==> config.mk <==
export PLATFORM = sky130hd
export DESIGN_NAME = video_timing
export DESIGN_NICKNAME = d
export VERILOG_FILES = /design/src/rtl/video_timing_pkg.sv /design/src/rtl/timing_axis.sv /design/src/rtl/video_timing.sv
export SDC_FILE = /design/constraint.sdc
export NUM_CORES = 1
export LEC_CHECK = 0
export ABC_AREA = 1
export CORE_MARGIN = 2
export CORE_UTILIZATION = 35
export DETAILED_ROUTE_END_ITERATION = 8
export GPL_TIMING_DRIVEN = 0
export PLACE_DENSITY_LB_ADDON = 0.08
export SLEW_MARGIN = 20
export SYNTH_ARGS = -nofsm -noshare
export SYNTH_HDL_FRONTEND = slang
export SYNTH_SLANG_ARGS = --single-unit
==> constraint.sdc <==
create_clock -name pixel_clk -period 1.5 [get_ports pixel_clk]
set_input_delay 0.225 -clock pixel_clk [delete_from_list [all_inputs] [get_ports pixel_clk]]
set_output_delay 0.225 -clock pixel_clk [all_outputs]
set_load 0.02 [all_outputs]
==> src/rtl/video_timing_pkg.sv <==
// Shared timing definitions for the raster generator: the mode record,
// two stock modes and the helper that sums one axis into its total.
package video_timing_pkg;

   typedef struct packed {
      int h_active;
      int h_front;
      int h_sync;
      int h_back;
      int v_active;
      int v_front;
      int v_sync;
      int v_back;
   } timing_t;

   // 1280x720 at 60 Hz (74.25 MHz pixel clock)
   localparam timing_t MODE_720P60 = '{
      h_active: 1280, h_front: 110, h_sync: 40, h_back: 220,
      v_active: 720,  v_front: 5,   v_sync: 5,  v_back: 20
   };

   // 640x480 at 60 Hz (25.175 MHz pixel clock)
   localparam timing_t MODE_640X480 = '{
      h_active: 640, h_front: 16, h_sync: 96, h_back: 48,
      v_active: 480, v_front: 10, v_sync: 2,  v_back: 33
   };

   function automatic int total(input int active, input int front,
                                input int sync, input int back);
      return active + front + sync + back;
   endfunction

endpackage

==> src/rtl/timing_axis.sv <==
// One raster axis: a wrapping position counter plus the combinational
// active / sync / boundary decode of the current count.
module timing_axis
   import video_timing_pkg::*;
#(
   parameter int ACTIVE = 1,
   parameter int FRONT  = 1,
   parameter int SYNC   = 1,
   parameter int BACK   = 1,
   parameter int WIDTH  = 8
) (
   input  logic             clk,
   input  logic             reset,
   input  logic             advance,
   output logic [WIDTH-1:0] cnt,
   output logic             wrap,
   output logic             first,
   output logic             active,
   output logic             sync,
   output logic             blank_start
);

   localparam int TOTAL = total(ACTIVE, FRONT, SYNC, BACK);

   // Refuse to build with a zero-length region or a total the counter cannot hold
   if (ACTIVE < 1 || FRONT < 1 || SYNC < 1 || BACK < 1 || WIDTH < 1 || WIDTH > 30 ||
       TOTAL > (2 ** WIDTH)) begin : g_bad_params
      $error("timing_axis: illegal timing parameters");
   end

   localparam logic [WIDTH-1:0] LAST     = WIDTH'(TOTAL - 1);
   localparam logic [WIDTH-1:0] ACT_END  = WIDTH'(ACTIVE);
   localparam logic [WIDTH-1:0] SYNC_BEG = WIDTH'(ACTIVE + FRONT);
   localparam logic [WIDTH-1:0] SYNC_END = WIDTH'(ACTIVE + FRONT + SYNC);

   logic [WIDTH-1:0] cnt_q;
   logic [WIDTH-1:0] cnt_d;

   // Next count: step when told to, folding back to zero after the last position
   always_comb begin
      cnt_d = cnt_q;
      if (advance) begin
         cnt_d = (cnt_q == LAST) ? '0 : cnt_q + 1'b1;
      end
   end

   // Position register
   always_ff @(posedge clk) begin
      if (reset) begin
         cnt_q <= '0;
      end else begin
         cnt_q <= cnt_d;
      end
   end

   assign cnt         = cnt_q;
   assign wrap        = advance && (cnt_q == LAST);
   assign first       = (cnt_q == '0);
   assign active      = (cnt_q < ACT_END);
   assign sync        = (cnt_q >= SYNC_BEG) && (cnt_q < SYNC_END);
   assign blank_start = (cnt_q == ACT_END);

endmodule

==> src/rtl/video_timing.sv <==
// Raster timing generator: two chained axis counters with a registered
// output stage (one cycle of decode latency) and a vblank interrupt.
// Build option: define VIDEO_TIMING_VBLANK_IRQ_EN for a latched,
// acknowledged interrupt; otherwise int_vblank is a plain vblank level.
module video_timing
   import video_timing_pkg::*;
#(
   parameter int H_ACTIVE   = MODE_720P60.h_active,
   parameter int H_FRONT    = MODE_720P60.h_front,
   parameter int H_SYNC     = MODE_720P60.h_sync,
   parameter int H_BACK     = MODE_720P60.h_back,
   parameter int V_ACTIVE   = MODE_720P60.v_active,
   parameter int V_FRONT    = MODE_720P60.v_front,
   parameter int V_SYNC     = MODE_720P60.v_sync,
   parameter int V_BACK     = MODE_720P60.v_back,
   parameter bit H_SYNC_POL = 1'b1,
   parameter bit V_SYNC_POL = 1'b1,
   parameter int X_WIDTH    = 12,
   parameter int Y_WIDTH    = 11
) (
   input  logic               pixel_clk,
   input  logic               reset,
   input  logic               enable,
   input  logic               int_ack,
   output logic               hsync,
   output logic               vsync,
   output logic               de,
   output logic [X_WIDTH-1:0] x,
   output logic [Y_WIDTH-1:0] y,
   output logic               line_start,
   output logic               frame_start,
   output logic               int_vblank
);

   logic [X_WIDTH-1:0] h_cnt;
   logic [Y_WIDTH-1:0] v_cnt;
   logic h_wrap, h_first, h_active, h_sync, h_blank_start;
   logic v_wrap, v_first, v_active, v_sync, v_blank_start;

   timing_axis #(
      .ACTIVE(H_ACTIVE), .FRONT(H_FRONT), .SYNC(H_SYNC), .BACK(H_BACK), .WIDTH(X_WIDTH)
   ) u_h_axis (
      .clk(pixel_clk), .reset(reset), .advance(enable),
      .cnt(h_cnt), .wrap(h_wrap), .first(h_first), .active(h_active),
      .sync(h_sync), .blank_start(h_blank_start)
   );

   timing_axis #(
      .ACTIVE(V_ACTIVE), .FRONT(V_FRONT), .SYNC(V_SYNC), .BACK(V_BACK), .WIDTH(Y_WIDTH)
   ) u_v_axis (
      .clk(pixel_clk), .reset(reset), .advance(h_wrap),
      .cnt(v_cnt), .wrap(v_wrap), .first(v_first), .active(v_active),
      .sync(v_sync), .blank_start(v_blank_start)
   );

   logic unused_axis;
   assign unused_axis = v_wrap ^ h_blank_start;

   logic               hsync_q, hsync_d;
   logic               vsync_q, vsync_d;
   logic               de_q, de_d;
   logic [X_WIDTH-1:0] x_q, x_d;
   logic [Y_WIDTH-1:0] y_q, y_d;
   logic               line_start_q, line_start_d;
   logic               frame_start_q, frame_start_d;
   logic               int_vblank_q, int_vblank_d;
   logic               vblank_set;

   assign vblank_set = enable && h_first && v_blank_start;

   // Output decode: follow the counters while running; when stopped, hold
   // sync levels and position but suppress video and strobes
   always_comb begin
      hsync_d       = hsync_q;
      vsync_d       = vsync_q;
      x_d           = x_q;
      y_d           = y_q;
      de_d          = 1'b0;
      line_start_d  = 1'b0;
      frame_start_d = 1'b0;
      if (enable) begin
         hsync_d       = h_sync ? H_SYNC_POL : ~H_SYNC_POL;
         vsync_d       = v_sync ? V_SYNC_POL : ~V_SYNC_POL;
         x_d           = h_cnt;
         y_d           = v_cnt;
         de_d          = h_active && v_active;
         line_start_d  = h_first;
         frame_start_d = h_first && v_first;
      end
   end

`ifdef VIDEO_TIMING_VBLANK_IRQ_EN
   // Latched interrupt: vblank entry sets it, ack clears it, set beats ack
   always_comb begin
      int_vblank_d = int_vblank_q;
      if (int_ack) begin
         int_vblank_d = 1'b0;
      end
      if (vblank_set) begin
         int_vblank_d = 1'b1;
      end
   end
`else
   logic unused_irq;
   assign unused_irq = int_ack ^ vblank_set;

   // Level interrupt: mirrors vertical blanking of the decoded line
   always_comb begin
      int_vblank_d = int_vblank_q;
      if (enable) begin
         int_vblank_d = ~v_active;
      end
   end
`endif

   // Registered outputs
   always_ff @(posedge pixel_clk) begin
      if (reset) begin
         hsync_q       <= ~H_SYNC_POL;
         vsync_q       <= ~V_SYNC_POL;
         de_q          <= 1'b0;
         x_q           <= '0;
         y_q           <= '0;
         line_start_q  <= 1'b0;
         frame_start_q <= 1'b0;
         int_vblank_q  <= 1'b0;
      end else begin
         hsync_q       <= hsync_d;
         vsync_q       <= vsync_d;
         de_q          <= de_d;
         x_q           <= x_d;
         y_q           <= y_d;
         line_start_q  <= line_start_d;
         frame_start_q <= frame_start_d;
         int_vblank_q  <= int_vblank_d;
      end
   end

   assign hsync       = hsync_q;
   assign vsync       = vsync_q;
   assign de          = de_q;
   assign x           = x_q;
   assign y           = y_q;
   assign line_start  = line_start_q;
   assign frame_start = frame_start_q;
   assign int_vblank  = int_vblank_q;

endmodule

==> flow_summary.toml <==
[clocking]
cts.clk_slew.worst_paths_ps = 90
cts_tree = "built"
clockBufferDepth = 2
clock_sinks = 52
numCtsBuffers = 5
h-tree-depth = 2
clock_latency_ps = 310
cts_root_buf = "clkbuf_8"

[place]
gp_congestion = 0.856
dp.final_hpwl_microns = 5020
placed_area_sq_um = 2900
io_buffers = 29

[timing]
relSlewSlack_pct = 59.1
hold_viol = 0
setup_viol = 0
fin_skew_ps = 6.91
whs_ps = 262
max_freq_mhz = 684
fin_crit_sh_pct = 97.4
fin_crit_ps = 1460
tightest_slew_ps = 614
maxSlewViolCount = 0

[worst_setup_path]
critPathTopFamily = "buffers and inverters"
cp.depth = 1
cp_data_required_time_ps = 1270
crit_arrival_ps = 1240
reg2reg_depth = 7
r2r_end = "u_h_axis.cnt[8]"
crit_path_cell_trace = "clkdlybuf4s50_1"
worst-path-buf-inv = 1
crit_start = "y[2]"
critPathLaunchType = "flip-flop"
critical_path.max_stage_delay_ps = 600
endpoint_kind = "output pin"
cp-endpoint = "y[2]"
critPathKind = "flip-flop to output pin"
reg2reg_slack_ps = 80
worstReg2RegStart = "u_h_axis.cnt[1]"
path_max_fanout = 2
cp_slowest_cell = "clkdlybuf4s50_1"

[grt]
grt_max_degree = 16
grt_first_pass_wirelength_microns = 11100
overflow = 0
grt_usage_pct = 18.7
grt_pass1_vias = 2139
antenna_found_initial = 0

[synth]
ys_seq_area_share_pct = 41.9
synth_top_area_cell = "dfxtp_1"
synthTopCellsByArea = "dfxtp_1 42%, nand2_1 9.7%, nor2_1 6.9%, a21oi_1 6.2%, o21ai_0 5.2%"
synthDominantCellAreaShare_pct = 41.9
synth_area_sq_um = 2490
synth_area_per_cell_sq_um = 7.25
synth_fp_nets = 354
netlist-cell-type-count = 29
synth-seq-cells = 52
synth_cells = 343
yosys_warnings = 0

[cells_and_area]
multiInputGateArea_sq_um = 1300
nFillCells = 740
antenna_cells = 0
register_area_sq_um = 1060
area_delta_synth_final_pct = 29.5
fin_area_sq_um = 3220
final_nets = 398
drive_gt1_share_pct = 17.3
final_common_cell = "nand2_1"
final_cell_mix = "60 x nand2_1, 44 x dfxtp_1, 40 x nor2_1"

[drt]
firstDrtPassIters = 4
drcViolationCount = 0
postRouteAntennaNets = 0
num_vias = 2381
wl_per_cell_microns = 14.5
via_per_inst = 4.92
dr.first_iter.drc_count = 134
totalWireLength_microns = 7030

[floorplan]
coreArea_sq_um = 6830
io-pin-count = 33
die_w_microns = 88.3
die_height_microns = 88.3
die_area_sq_um = 7800
start_util_pct = 36.4
rows = 30

[power]
internal-power_mw = 2.12
p_seq_share_pct = 51.4
ir_drop_uv = 379
clkPwrFrac_pct = 38.0
switching_share_pct = 24.2
switchingPower_mw = 0.677
power_frac_comb_pct = 10.6
p_leak_nw = 1.53
p_per_area_nw_per_um2 = 868

[flow_run]
max_cap_viol_count = 0

[outcome]
status = "complete, no violations"

[hold_path]
hp-class = "input port to flip-flop"
[worst min-delay path by stage]
stage / startpoint / depth (start not counted) / to
2_1_floorplan: u_v_axis.cnt[10] / 2 / u_v_axis.cnt[10]
4_1_cts: enable / 3 / x[6]
5_1_grt: enable / 3 / x[6]
6_report: enable / 3 / x[6]
3_5_place_dp: x[0] / 2 / x[0]
3_3_place_gp: x[4] / 2 / x[4]
[registers in the layout, indices dropped and copies added, names as in the netlist]
name          cells
int_vblank        1
de                1
u_v_axis.cnt     11
vsync             1
frame_start       1
u_h_axis.cnt     12
y                11
line_start        1
hsync             1
x                12
[what timing repair did]
action | in CTS | in global routing
pin swaps | 2 | 7
gates resized for setup | 15 | 49
buffers inserted | 3 | 4
hold buffers | 0 | 0
cloned | 1 | 0
setup endpoints to repair | 23 | 37
[power by group through the flow]
stage | clock network (mW) | logic (mW) | registers, mW
finish | 1.06 | 0.296 | 1.44
global route | 1.14 | 0.319 | 1.44
CTS | 1.09 | 0.287 | 1.44
detailed placement | 0 | 0.279 | 1.48
global placement | 0 | 0.278 | 1.48
floorplan | 0 | 0.118 | 1.52
[cell usage after synthesis (all sizes together)]
master	n
nand2	68
clkbuf	7
o22ai	1
a21oi	31
nor4	1
a211oi	1
nand4	11
inv	35
nand3	23
buf	7
o21ai	27
xor2	6
a31oi	1
nor2	51
nor3b	1
dfxtp	52
o221ai	1
ha	7
nor3	12
[per-stage QoR]
| step | TNS, ps | util (%) | std cells | setup WS [ps] | total power, mW |
|---|---|---|---|---|---|
| floorplan | 0 | - | 343 | 30.5 | 1.64 |
| global placement | -2460 | 42.4 | 468 | -221 | 1.75 |
| detailed placement | -2590 | 42.4 | 468 | -222 | 1.75 |
| CTS | 0 | 44.8 | 480 | 0.211 | 2.82 |
| global route | -0.445 | 47.2 | 484 | -0.445 | 2.91 |
| finish | 0 | 47.2 | 484 | 38.4 | 2.80 |
[metal layers]
| layer | up-vias | share of wire [%] | global-route usage [%] |
|---|---|---|---|
| met5 | - | 0 | 0 |
| met4 | 0 | 1.0 | 4.55 |
| met3 | 5 | 5.2 | 3.82 |
| met2 | 71 | 42 | 26.9 |
| met1 | 1095 | 52 | 28.6 |
| li1 | 1210 | - | - |
[final cells by class]
class | count | share of cell area (%)
well taps | 96 | 3.73
clock buffers | 7 | 2.99
inverters | 35 | 4.31
multi-input cells | 242 | 40.3
plain buffers | 14 | 2.76
repair buffers | 37 | 12.1
clock inverters | 1 | 0.932
flip-flops and latches | 52 | 32.9
[cells by family after synthesis]
family / Yosys count / synth area share [%]
xor gates and xnor gates: 6 / 2.11
buffers and inverters: 49 / 8.75
AOI/OAI and AO/OA: 62 / 12.8
and+or+nand+nor: 167 / 30.9
DFF: 52 / 41.9
adders and majority gates: 7 / 3.52
Power figures use the tool's default switching activity.
